==> config.mk <==
export PLATFORM = sky130hd
export DESIGN_NAME = demux_top
export DESIGN_NICKNAME = d
export VERILOG_FILES = /design/src/rtl/demux_top.sv
export SDC_FILE = /design/constraint.sdc
export NUM_CORES = 1
export LEC_CHECK = 0
export ABC_AREA = 1
export CAP_MARGIN = 20
export CORE_ASPECT_RATIO = 1.25
export CORE_MARGIN = 2
export CORE_UTILIZATION = 43
export CTS_CLUSTER_SIZE = 16
export DETAILED_ROUTE_END_ITERATION = 10
export GPL_ROUTABILITY_DRIVEN = 1
export GPL_TIMING_DRIVEN = 0
export PLACE_DENSITY = 0.86
export SYNTH_ARGS = -nofsm -noshare
export SYNTH_HDL_FRONTEND = slang
export SYNTH_SLANG_ARGS = --single-unit
==> constraint.sdc <==
create_clock -name clk_i -period 1.2 [get_ports clk_i]
set_input_delay 0.12 -clock clk_i [delete_from_list [all_inputs] [get_ports clk_i]]
set_output_delay 0.12 -clock clk_i [all_outputs]
set_load 0.1 [all_outputs]
==> src/rtl/demux_top.sv <==
// rtl/demux_top.sv - 1-to-4 stream demultiplexer with one holding register and a delivery counter per channel
module demux_top #(
    parameter int DATA_WIDTH = 2,
    parameter int CNT_WIDTH  = 8
) (
    input  logic                  clk_i,
    input  logic                  rst_ni,
    input  logic [DATA_WIDTH-1:0] data_i,
    input  logic [1:0]            direction_i,
    input  logic                  valid_i,
    output logic                  ready_o,
    output logic [DATA_WIDTH-1:0] data0_o,
    output logic [DATA_WIDTH-1:0] data1_o,
    output logic [DATA_WIDTH-1:0] data2_o,
    output logic [DATA_WIDTH-1:0] data3_o,
    output logic [3:0]            valid_o,
    input  logic [3:0]            ready_i,
    output logic [CNT_WIDTH-1:0]  cnt0_o,
    output logic [CNT_WIDTH-1:0]  cnt1_o,
    output logic [CNT_WIDTH-1:0]  cnt2_o,
    output logic [CNT_WIDTH-1:0]  cnt3_o
);

    logic [DATA_WIDTH-1:0] data_q [4];
    logic [CNT_WIDTH-1:0]  cnt_q  [4];
    logic [3:0]            valid_q;
    logic [3:0]            sel;
    logic [3:0]            drain;
    logic                  load;

    // A full channel still accepts when its sink drains in the same cycle.
    assign ready_o = ~valid_q[direction_i] | ready_i[direction_i];
    assign load    = valid_i & ready_o;
    assign drain   = valid_q & ready_i;

    always_comb begin
        sel = '0;
        if (load) sel[direction_i] = 1'b1;
    end

    always_ff @(posedge clk_i or negedge rst_ni) begin
        if (!rst_ni) begin
            valid_q <= '0;
            for (int k = 0; k < 4; k++) begin
                data_q[k] <= '0;
                cnt_q[k]  <= '0;
            end
        end else begin
            for (int k = 0; k < 4; k++) begin
                if (sel[k]) begin
                    data_q[k]  <= data_i;
                    valid_q[k] <= 1'b1;
                end else if (drain[k]) begin
                    valid_q[k] <= 1'b0;
                end
                if (drain[k]) cnt_q[k] <= cnt_q[k] + CNT_WIDTH'(1);
            end
        end
    end

    assign valid_o = valid_q;
    assign data0_o = data_q[0];
    assign data1_o = data_q[1];
    assign data2_o = data_q[2];
    assign data3_o = data_q[3];
    assign cnt0_o  = cnt_q[0];
    assign cnt1_o  = cnt_q[1];
    assign cnt2_o  = cnt_q[2];
    assign cnt3_o  = cnt_q[3];

endmodule

; ---- Word-level counts from Yosys, hierarchy flattened
; Index checks and enable logic that the tools add are counted.
[totals]
mem_bits_rw = 0
reg_bits = 44
romBits = 0
n_memories = 0
latch_bits = 0
output_inout_bits = 45
[op_classes]
n_mul = 0
order_cmp = 2
n_addsub = 4
n_eq_ne = 0
div_mod_pow = 0
shifts = 0
reduce_logical = 5
bitwise_logic = 4
n_mux = 15
[op_table]
columns = cell, count
row1 = "adder 8 x 1 -> 8 bit, second input constant", 4
row2 = two-way mux 1 bit, 11
row3 = nonzero test 2 bit, 4
row4 = AND 4 bit, 1
row5 = binary-select mux 1 bit (select 2 bit), 2
row6 = two-way mux 4 bit, 1
row7 = "less-than comparator 2 x 3 -> 1 bit, second input constant", 1
row8 = demux 1 bit (select 2 bit), 1
row9 = "greater-or-equal comparator 2 x 1 -> 1 bit, second input constant", 1
row10 = AND 1 bit, 1
row11 = logical AND 1 bit, 1
row12 = NOT 1 bit, 1
row13 = OR 1 bit, 1

; ---- Depth between registers and ports, before layout
; Gate-level depths: netlist of the first run.
[depth]
word_depth = 7
ltp_mapped = 11

; ---- Worst setup path before layout of the first run
; OpenSTA, ideal clock, no wires.
[synth_timing]
path_type = reg-to-reg
from = register valid_q[3] (netlist: valid_o[3])
to = register cnt_q, in the netlist cnt3_o[5]
t_required_ps = 1042
setup_slack_ps = -768
path_stages_with_launch = 7
arrival_ps = 1810
path_cell_list = dfrtp_1 -> nand2_1 -> inv_1 -> nand2_1 -> nor3_2 -> nand2_1 -> xnor2_1
[synth_between]
elab_chain_cells = 1
[synth_lines]
columns = element, line
row1 = "start, declared", 26  ; logic [3:0] valid_q;
row2 = "start signal, assigned", 43  ; valid_q <= '0;
row3 = "start signal, assigned by index", 52  ; valid_q[k] <= 1'b1;
row4 = "start signal, assigned by index", 54  ; valid_q[k] <= 1'b0;
row5 = AND 4 bit, 34  ; assign drain = valid_q & ready_i;
row6 = "end signal, assigned by index", 56  ; if (drain[k]) cnt_q[k] <= cnt_q[k] + CNT_WIDTH'(1);
row7 = "end, declared", 25  ; logic [CNT_WIDTH-1:0] cnt_q [4];
; No other way between the ends.
; A chain may end at the register's enable or synchronous reset.

; ---- Final worst setup path of the first run
[layout_timing]
from = register valid_q[3] (netlist: valid_o[3])
to = output ready_o
[layout_between]
elab_chain_cells = 4
[layout_lines]
columns = element, line
row1 = binary-select mux 1 bit (select 2 bit), 32  ; assign ready_o = ~valid_q[direction_i] | ready_i[direction_i];
row2 = two-way mux 1 bit (not written as such), 32
row3 = NOT 1 bit, 32
row4 = OR 1 bit, 32
row5 = "end, declared", 11  ; output logic ready_o,
; No other way between the ends. The select of a mux whose other input is x is not followed.

==> impl_metrics.py, run 1 <==
metrics = {
    "outcome": {
        "status": "complete, but fails checks",
        "violations": "negative setup slack",
    },
    "sta": {
        "setup_viol": 35,
        "skew_ns": 0.00674,
        "finalCriticalPeriod_ns": 1.55,
        "final.setup.tns_ns": -4.51,
        "relSlewSlack": 0.638,
        "rsz0062_at_grt": "yes",
        "period_share": 1.29,
        "clock.fmax_mhz": 644,
        "tightestPinTransition_ns": 0.542,
        "hold_ws_ns": 0.167,
        "hold_viol_final": 0,
        "drv_slew": 0,
        "finalWorstSetupSlack_ns": -0.352,
    },
    "clocking": {
        "cts_root_buf": "clkbuf_8",
        "htreeDepth": 2,
        "clkSlewWorstSetupHoldPaths_ns": 0.08,
        "cts_made_buffers": 5,
        "insertion_delay_ns": 0.29,
        "cts.path.max_buffers": 2,
        "cts_tree": "built",
        "cts_sinks": 44,
    },
    "route": {
        "dr.pass1.iters": 5,
        "drc": 0,
        "dr.first_iter.drc_count": 60,
        "routed_wl_mm": 5.45,
        "avgRoutedWirePerCell_microns": 14.5,
        "avgViaCountPerCell": 4.97,
        "ant_nets": 0,
        "routed-via-count": 1874,
    },
    "power": {
        "peakVddDrop_v": 0.00179,
        "totalPowerFinal_w": 0.00858,
        "power_frac_clock": 0.130,
        "p_per_area_mw_per_mm2": 2490,
        "p_sw_frac": 0.550,
        "p_leak_nw": 1.71,
        "pwr-share-comb": 0.568,
        "seqPwrFrac": 0.302,
        "internal_power_w": 0.00386,
        "switchingPower_w": 0.00472,
    },
    "logic_synthesis": {
        "netlist_area_sq_mm": 0.00203,
        "synth_nets": 240,
        "synth_area_leaders": "dfrtp_1 (54%), nand2_1 (14%), xor2_1 (5.2%)",
        "synth_cell_types": 18,
        "synth.avg_cell_area_sq_um": 9.04,
        "synth.yosys.seq_area_share": 0.542,
        "synth-seq-cells": 44,
        "syn_inst": 225,
        "synth_top_cell_area_share": 0.542,
        "yosys_warnings": 0,
        "synth_area_leader_cell": "dfrtp_1",
    },
    "cells_and_area": {
        "syn2layout_area_growth_pct": 69.6,
        "final_common_cell": "nand2_1",
        "drive_gt1_frac": 0.521,
        "fin_nets": 331,
        "mostFrequentLayoutCells": "nand2_1 (59), buf_4 (45), buf_6 (22), dfrtp_4 (22), inv_1 (19)",
        "diodes": 0,
    },
    "global_route": {
        "grt_pass1_vias": 1749,
        "grt_max_degree": 24,
        "track_usage": 0.197,
        "antenna_found_initial": 0,
        "globalRouteOverflowTotal": 0,
        "grt_first_pass_wirelength_mm": 8.02,
    },
    "placed_design": {
        "portBuffers": 54,
        "dp_hpwl_mm": 3.28,
        "place.gp.congestion": 0.771,
    },
    "worst_setup_path": {
        "path_cells": "nand2_1, nand2_1, nand2_1, nand2_1, nand2_2, buf_12, buf_12",
        "cp-end-kind": "primary output",
        "cp.buffers_inverters": 2,
        "slowest_delay_ns": 0.49,
        "critPathArrivalTime_ns": 1.43,
        "cpLargestDelayFamily": "flip-flops",
        "start_kind": "flop",
        "crit_slowest_cell": "dfrtp_4",
        "cpMostUsedCell": "nand2_1",
        "path_class": "flop to primary output",
        "required_ns": 1.08,
        "cp_max_fo": 2,
    },
    "floorplan": {
        "die_x_microns": 65.5,
        "die_h_microns": 80.9,
        "num_io_pins": 56,
        "rows": 28,
        "dieArea_sq_mm": 0.00530,
        "coreArea_sq_mm": 0.00466,
        "initial_core_util": 0.436,
    },
    "worst_hold_path": {
        "holdCritPathClass": "input port to flop",
    },
    "flow_run": {
        "max_cap_violations": 0,
    },
}
==> power by group through the flow <==
stage	clock network [W]	registers, W	logic [W]
floorplan	0	0.00528	0.000706
global placement	0	0.00254	0.00441
detailed placement	0	0.00256	0.00449
CTS	0.00115	0.00254	0.00463
global route	0.00121	0.00266	0.00509
finish	0.00112	0.00259	0.00487
==> per-layer routing <==
metal,global-route usage,share of wire,vias up
met5,0,0,-
li1,-,-,895
met4,0.0688,0.016,0
met1,0.251,0.39,918
met3,0.0388,0.035,8
met2,0.336,0.56,53
==> timing repair <==
item | CTS | global route
setup endpoints to repair | 62 | 45
setup buffers | 18 | 12
endpoints found under the hold margin | 21 | 0
gates resized for setup | 318 | 40
hold buffers | 1 | 0
pin swaps | 16 | 22
==> tightest hold or removal path: cells and delay by family <==
family                 cells  cell delay (ns)
AND/OR/NAND/NOR            2             0.14
buffers and inverters      1             0.12
AO/OA/AOI/OAI              1             0.05
==> per-stage QoR <==
step | cells | instance area [sq um] | util | worst slack, ns
2_1_floorplan | 225 | 2260 | - | -0.264
3_3_place_gp | 339 | 2870 | 0.617 | -1.45
3_5_place_dp | 340 | 2900 | 0.622 | -1.43
4_1_cts | 367 | 3220 | 0.690 | -0.308
5_1_grt | 377 | 3450 | 0.740 | -0.399
6_report | 377 | 3450 | 0.740 | -0.352
==> registers in the layout (all words and copies together), names as in the netlist <==
signal	flops
cnt2_o	8
valid_o	4
cnt3_o	8
data1_o	2
data2_o	2
cnt0_o	8
data0_o	2
data3_o	2
cnt1_o	8
==> final cells by class <==
cell class                      count  area (sq um)
Sequential cell                    44          1190
Clock inverter                      2          35.0
Timing Repair Buffer               84           813
Tap cell                           60          75.1
Multi-Input combinational cell    153          1110
Fill cell                         321          1210
Inverter                           25           109
Buffer                              3          36.3
Clock buffer                        6          72.6
==> cells in the mapped netlist, drive strengths merged <==
cell type,instances
buf,3
o21ai,5
ha,4
nand3,12
dfrtp,44
inv,25
xor2,12
xnor2,11
nor2,15
nand2,76
nand4,12
nor3,6
==> cell families (layout without fill, tap and decap cells) <==
group,Yosys count,count (layout),share of synthesized area
adders and majority gates,4,4,0.0246
DFF,44,44,0.542
buffers and inverters,28,120,0.0597
and+or+nand+nor,121,121,0.263
xor gates and xnor gates,23,23,0.0991
AOI/OAI and AO/OA,5,5,0.0123
==> worst paths after layout <==
check	start	end	slack (ns)	depth (start not counted)
setup / recovery	valid_o[3]	ready_o	-0.35	7
hold / removal	direction_i[0]	valid_o[0]	0.17	4
setup reg to reg	valid_o[3]	data0_o[0]	-0.32	11
hold reg to reg	cnt3_o[5]	cnt3_o[5]	0.48	1
max in group asynchronous	rst_ni	cnt2_o[5]	0.33	3
min in group asynchronous	rst_ni	data0_o[0]	0.35	2
(Power assumes the default switching activity.)
==> inputs of run 2 (changes only) <==
CORE_UTILIZATION = 45   (was 43)
DONT_BUFFER_PORTS = 1   (was unset)
PLACE_DENSITY = 0.72   (was 0.86)
==> run 2 against run 1 <==
The flow still finishes with violations (negative setup slack). Routed wire length decreased by 13%. Clock skew increased by 0.0022 ns. Design area decreased by 12%. Critical path depth decreased by 1. Count of clock-buffer cells in the layout increased by 1. Clock power decreased by 14%. Register-to-register slack got worse by 0.09 ns. Hold slack got worse by 0.13 ns. Final cell count decreased by 14%. Global-route usage increased by 0.64 points. Largest power group is now registers. Highest routed layer unchanged. Die area decreased by 4.2%. Core utilization decreased by 5.1 points. Critical path type unchanged.
==> impl_metrics.py, run 2 (same netlist as run 1, synthesis figures left out) <==
metrics = {
    "sta": {
        "hold_ws_ns": 0.0419,
        "relSlewSlack": 0.634,
        "finalCriticalPeriod_ns": 1.63,
        "tightestPinTransition_ns": 0.549,
        "period_share": 1.36,
        "setup_viol": 39,
        "drv_slew": 0,
        "hold_viol_final": 0,
        "finalWorstSetupSlack_ns": -0.434,
        "skew_ns": 0.00891,
        "clock.fmax_mhz": 612,
        "final.setup.tns_ns": -8.39,
        "rsz0062_at_grt": "yes",
    },
    "power": {
        "p_leak_nw": 1.44,
        "internal_power_w": 0.00315,
        "power_frac_clock": 0.124,
        "peakVddDrop_v": 0.00181,
        "p_sw_frac": 0.594,
        "p_per_area_mw_per_mm2": 2560,
        "seqPwrFrac": 0.704,
        "totalPowerFinal_w": 0.00774,
        "switchingPower_w": 0.00460,
        "pwr-share-comb": 0.171,
    },
    "worst_setup_path": {
        "start_kind": "flop",
        "regToRegSetupSlack_ns": -0.41,
        "required_ns": 1.08,
        "r2r_start": "valid_o[1]",
        "critPathArrivalTime_ns": 1.51,
        "endpoint": "ready_o",
        "cp-end-kind": "primary output",
        "cp_max_fo": 5,
        "path_class": "flop to primary output",
        "rr_endpoint": "data3_o[0]",
        "startpoint": "valid_o[1]",
        "reg2reg_depth": 10,
    },
    "floorplan": {
        "initial_core_util": 0.463,
        "dieArea_sq_mm": 0.00508,
        "num_io_pins": 56,
        "coreArea_sq_mm": 0.00439,
        "rows": 27,
        "die_h_microns": 79.2,
        "die_x_microns": 64.1,
    },
    "clocking": {
        "cts_tree": "built",
        "clkSlewWorstSetupHoldPaths_ns": 0.09,
        "cts_root_buf": "clkbuf_8",
        "cts.path.max_buffers": 2,
        "cts_made_buffers": 5,
        "cts_sinks": 44,
        "insertion_delay_ns": 0.29,
        "htreeDepth": 2,
    },
    "cells_and_area": {
        "mostFrequentLayoutCells": "nand2_1 (52), dfrtp_4 (24), dfrtp_2 (20)",
        "stdcell_count": 324,
        "fill_cells": 345,
        "diodes": 0,
        "final_common_cell": "nand2_1",
        "fin_nets": 280,
        "drive_gt1_frac": 0.523,
        "syn2layout_area_growth_pct": 48.8,
    },
    "placed_design": {
        "portBuffers": 0,
        "place.gp.congestion": 0.774,
        "dp.cells": 283,
        "dp_hpwl_mm": 2.93,
    },
    "global_route": {
        "globalRouteOverflowTotal": 0,
        "grt_max_degree": 45,
        "grt_first_pass_wirelength_mm": 8.01,
        "antenna_found_initial": 0,
        "track_usage": 0.204,
        "grt_pass1_vias": 1735,
    },
    "route": {
        "ant_nets": 0,
        "routed_wl_mm": 4.73,
        "avgRoutedWirePerCell_microns": 14.6,
        "routed-via-count": 1639,
        "drc": 0,
        "dr.pass1.iters": 4,
        "dr.first_iter.drc_count": 51,
        "avgViaCountPerCell": 5.06,
    },
    "worst_hold_path": {
        "holdCritPathClass": "input port to flop",
    },
    "flow_run": {
        "max_cap_violations": 0,
    },
    "outcome": {
        "violations": "negative setup slack",
        "status": "complete, but fails checks",
    },
}
## run 2: power by group through the flow
stage / combinational (W) / clock (W) / sequential, W
detailed placement: 0.000850 / 0 / 0.00542
CTS: 0.00116 / 0.00100 / 0.00544
finish: 0.00133 / 0.000964 / 0.00545
global route: 0.00149 / 0.00107 / 0.00553
floorplan: 0.000706 / 0 / 0.00528
global placement: 0.000764 / 0 / 0.00539
## run 2: area by class of cell
| type | count | area, sq um | area share |
|---|---|---|---|
| Buffer | 3 | 36.3 | 0.0120 |
| Timing Repair Buffer | 33 | 349 | 0.115 |
| Sequential cell | 44 | 1220 | 0.402 |
| Tap cell | 58 | 72.6 | 0.0240 |
| Inverter | 25 | 106 | 0.0352 |
| Clock buffer | 7 | 86.3 | 0.0285 |
| Multi-Input combinational cell | 153 | 1150 | 0.380 |
| Clock inverter | 1 | 7.51 | 0.00248 |
## run 2: stage by stage
step | area, sq um | util | setup WS (ns)
after floorplan | 2260 | - | -0.264
after global placement | 2330 | 0.531 | -0.358
after detailed placement | 2330 | 0.531 | -0.383
after CTS | 2870 | 0.653 | -0.445
after global routing | 3030 | 0.689 | -0.516
final | 3030 | 0.689 | -0.434
## run 2: timing repair
action / CTS / global route
gates cloned: 1 / 0
gates resized for setup: 57 / 31
hold buffers: 9 / 0
setup endpoints to repair: 49 / 40
pin swaps: 23 / 23
setup buffers: 17 / 10
endpoints found under the hold margin: 57 / 0
## run 2: layer usage
layer  global-route usage  wire [microns]
met1                0.230            1750
met2                0.366            2660
met3               0.0609             255
met4               0.0660              63
met5                    0               0
## run 2: worst max-delay path: stages (launching register included)
cell,delay (ns)
dfrtp_4,0.64
nand2_2,0.11
nand2_1,0.05
nand2_1,0.07
nand2_2,0.07
nand2_4,0.08
buf_12,0.19
## run 2: worst min-delay path by stage
stage                              start          to  cells past startpoint
after global placement            rst_ni  data2_o[1]                      0
after floorplan                   rst_ni   cnt0_o[3]                      0
after global routing      direction_i[1]  data0_o[0]                      3
final                     direction_i[1]  data0_o[1]                      3
after CTS                     ready_i[2]   cnt2_o[1]                      3
after detailed placement          rst_ni  data2_o[1]                      0
==> inputs of run 3 (changes only) <==
SKIP_CTS_REPAIR_TIMING = 1   (was unset)
==> run 3 against run 2 <==
The run still ends with negative setup slack left. Sequential power about the same. Die area unchanged. Clock power down 0.5%. Via count down 0.31%. Setup slack worse by 0.013 ns. Combinational power down 9%.
==> impl_metrics.py, run 3 (same netlist as run 1, synthesis figures left out) <==
metrics = {
    "sta": {
        "setup_viol": 36,
        "period_share": 1.37,
        "relSlewSlack": 0.635,
        "hold_viol_final": 0,
        "skew_ns": 0.0104,
        "finalCriticalPeriod_ns": 1.65,
        "hold_ws_ns": 0.00531,
        "rsz0062_at_grt": "yes",
        "drv_slew": 0,
        "tightestPinTransition_ns": 0.548,
        "finalWorstSetupSlack_ns": -0.447,
        "clock.fmax_mhz": 607,
    },
    "floorplan": {
        "initial_core_util": 0.463,
        "dieArea_sq_mm": 0.00508,
        "rows": 27,
        "num_io_pins": 56,
        "die_h_microns": 79.2,
        "coreArea_sq_mm": 0.00439,
        "die_x_microns": 64.1,
    },
    "power": {
        "switchingPower_w": 0.00454,
        "seqPwrFrac": 0.716,
        "power_frac_clock": 0.126,
        "p_sw_frac": 0.596,
        "p_per_area_mw_per_mm2": 2610,
        "pwr-share-comb": 0.158,
        "p_leak_nw": 1.39,
        "internal_power_w": 0.00308,
        "peakVddDrop_v": 0.00174,
        "totalPowerFinal_w": 0.00762,
    },
    "worst_hold_path": {
        "holdCritPathClass": "input port to flop",
    },
    "clocking": {
        "cts_sinks": 44,
        "cts_root_buf": "clkbuf_8",
        "cts.path.max_buffers": 2,
        "cts_made_buffers": 5,
        "cts_tree": "built",
        "insertion_delay_ns": 0.29,
        "clkSlewWorstSetupHoldPaths_ns": 0.08,
        "htreeDepth": 2,
    },
    "route": {
        "routed_wl_mm": 4.57,
        "highest_layer": "met4",
        "avgViaCountPerCell": 5.14,
        "avgRoutedWirePerCell_microns": 14.4,
        "routed-via-count": 1634,
        "ant_nets": 0,
        "wl_met1_mm": 1.66,
        "wl_met2_mm": 2.62,
        "dr.pass1.iters": 4,
        "dr.first_iter.drc_count": 68,
        "wl_met3_microns": 233,
        "drc": 0,
    },
    "cells_and_area": {
        "final_common_cell": "nand2_1",
        "stdcell_count": 318,
        "mostFrequentLayoutCells": "nand2_1 (52), dfrtp_4 (24), dfrtp_2 (20)",
        "fin_nets": 274,
        "drive_gt1_frac": 0.496,
        "diodes": 0,
        "fin_area_sq_mm": 0.00292,
        "syn2layout_area_growth_pct": 43.6,
    },
    "global_route": {
        "grt_max_degree": 45,
        "globalRouteOverflowTotal": 0,
        "grt_first_pass_wirelength_mm": 7.01,
        "track_usage": 0.178,
        "grt_pass1_vias": 1564,
        "antenna_found_initial": 0,
    },
    "worst_setup_path": {
        "path_class": "flop to primary output",
        "required_ns": 1.08,
        "start_kind": "flop",
        "cp-end-kind": "primary output",
        "cp_max_fo": 5,
        "critPathArrivalTime_ns": 1.53,
    },
    "outcome": {
        "status": "complete, but fails checks",
        "violations": "negative setup slack",
    },
    "placed_design": {
        "dp_hpwl_mm": 2.93,
        "portBuffers": 0,
        "dp.cells": 283,
        "pre_cts_ws_ns": -0.383,
        "placed_area_sq_mm": 0.00233,
        "place.gp.congestion": 0.774,
    },
    "flow_run": {
        "max_cap_violations": 0,
    },
}
[run 3: per-stage QoR]
step	setup TNS, ns	utilization
floorplan	-4.16	-
global placement	-6.62	0.531
detailed placement	-7.29	0.531
CTS	-10.55	0.552
global route	-10.50	0.665
finish	-7.83	0.665
[run 3: final cells by class]
type | count | area, sq um
clock inverters | 1 | 7.51
repair buffers | 27 | 275
multi-input cells | 153 | 1120
fillers | 362 | 1470
clock buffers | 7 | 86.3
plain buffers | 3 | 36.3
flip-flops and latches | 44 | 1220
well taps | 58 | 72.6
inverters | 25 | 109
[run 3: final timing paths]
path	depth (start not counted)	startpoint	end	slack [ns]
setup / recovery	6	valid_o[3]	ready_o	-0.45
hold / removal	3	ready_i[1]	cnt1_o[1]	0.005
setup reg to reg	9	valid_o[3]	data0_o[0]	-0.36
hold reg to reg	1	cnt2_o[6]	cnt2_o[6]	0.76
max in group asynchronous	2	rst_ni	cnt1_o[0]	0.64
min in group asynchronous	2	rst_ni	valid_o[0]	0.33
[run 3: metal layers]
| metal | GRT usage | vias up |
|---|---|---|
| met5 | 0 | - |
| met2 | 0.309 | 40 |
| li1 | - | 775 |
| met4 | 0.0638 | 0 |
| met1 | 0.206 | 814 |
| met3 | 0.0567 | 5 |
[run 3: power by group through the flow]
stage	clock network [W]	logic [W]	registers [W]
after detailed placement	0	0.000850	0.00542
after floorplan	0	0.000706	0.00528
after CTS	0.00100	0.000855	0.00538
final	0.000959	0.00121	0.00545
after global placement	0	0.000764	0.00539
after global routing	0.00105	0.00137	0.00553
[run 3: worst max-delay path, stage by stage, from the launching register on]
cell and delay [ns]:
dfrtp_4 0.64, nand2_2 0.14, nand2_2 0.06, nand2_2 0.05, nand2_2 0.06, nand2_4 0.10, buf_12 0.19
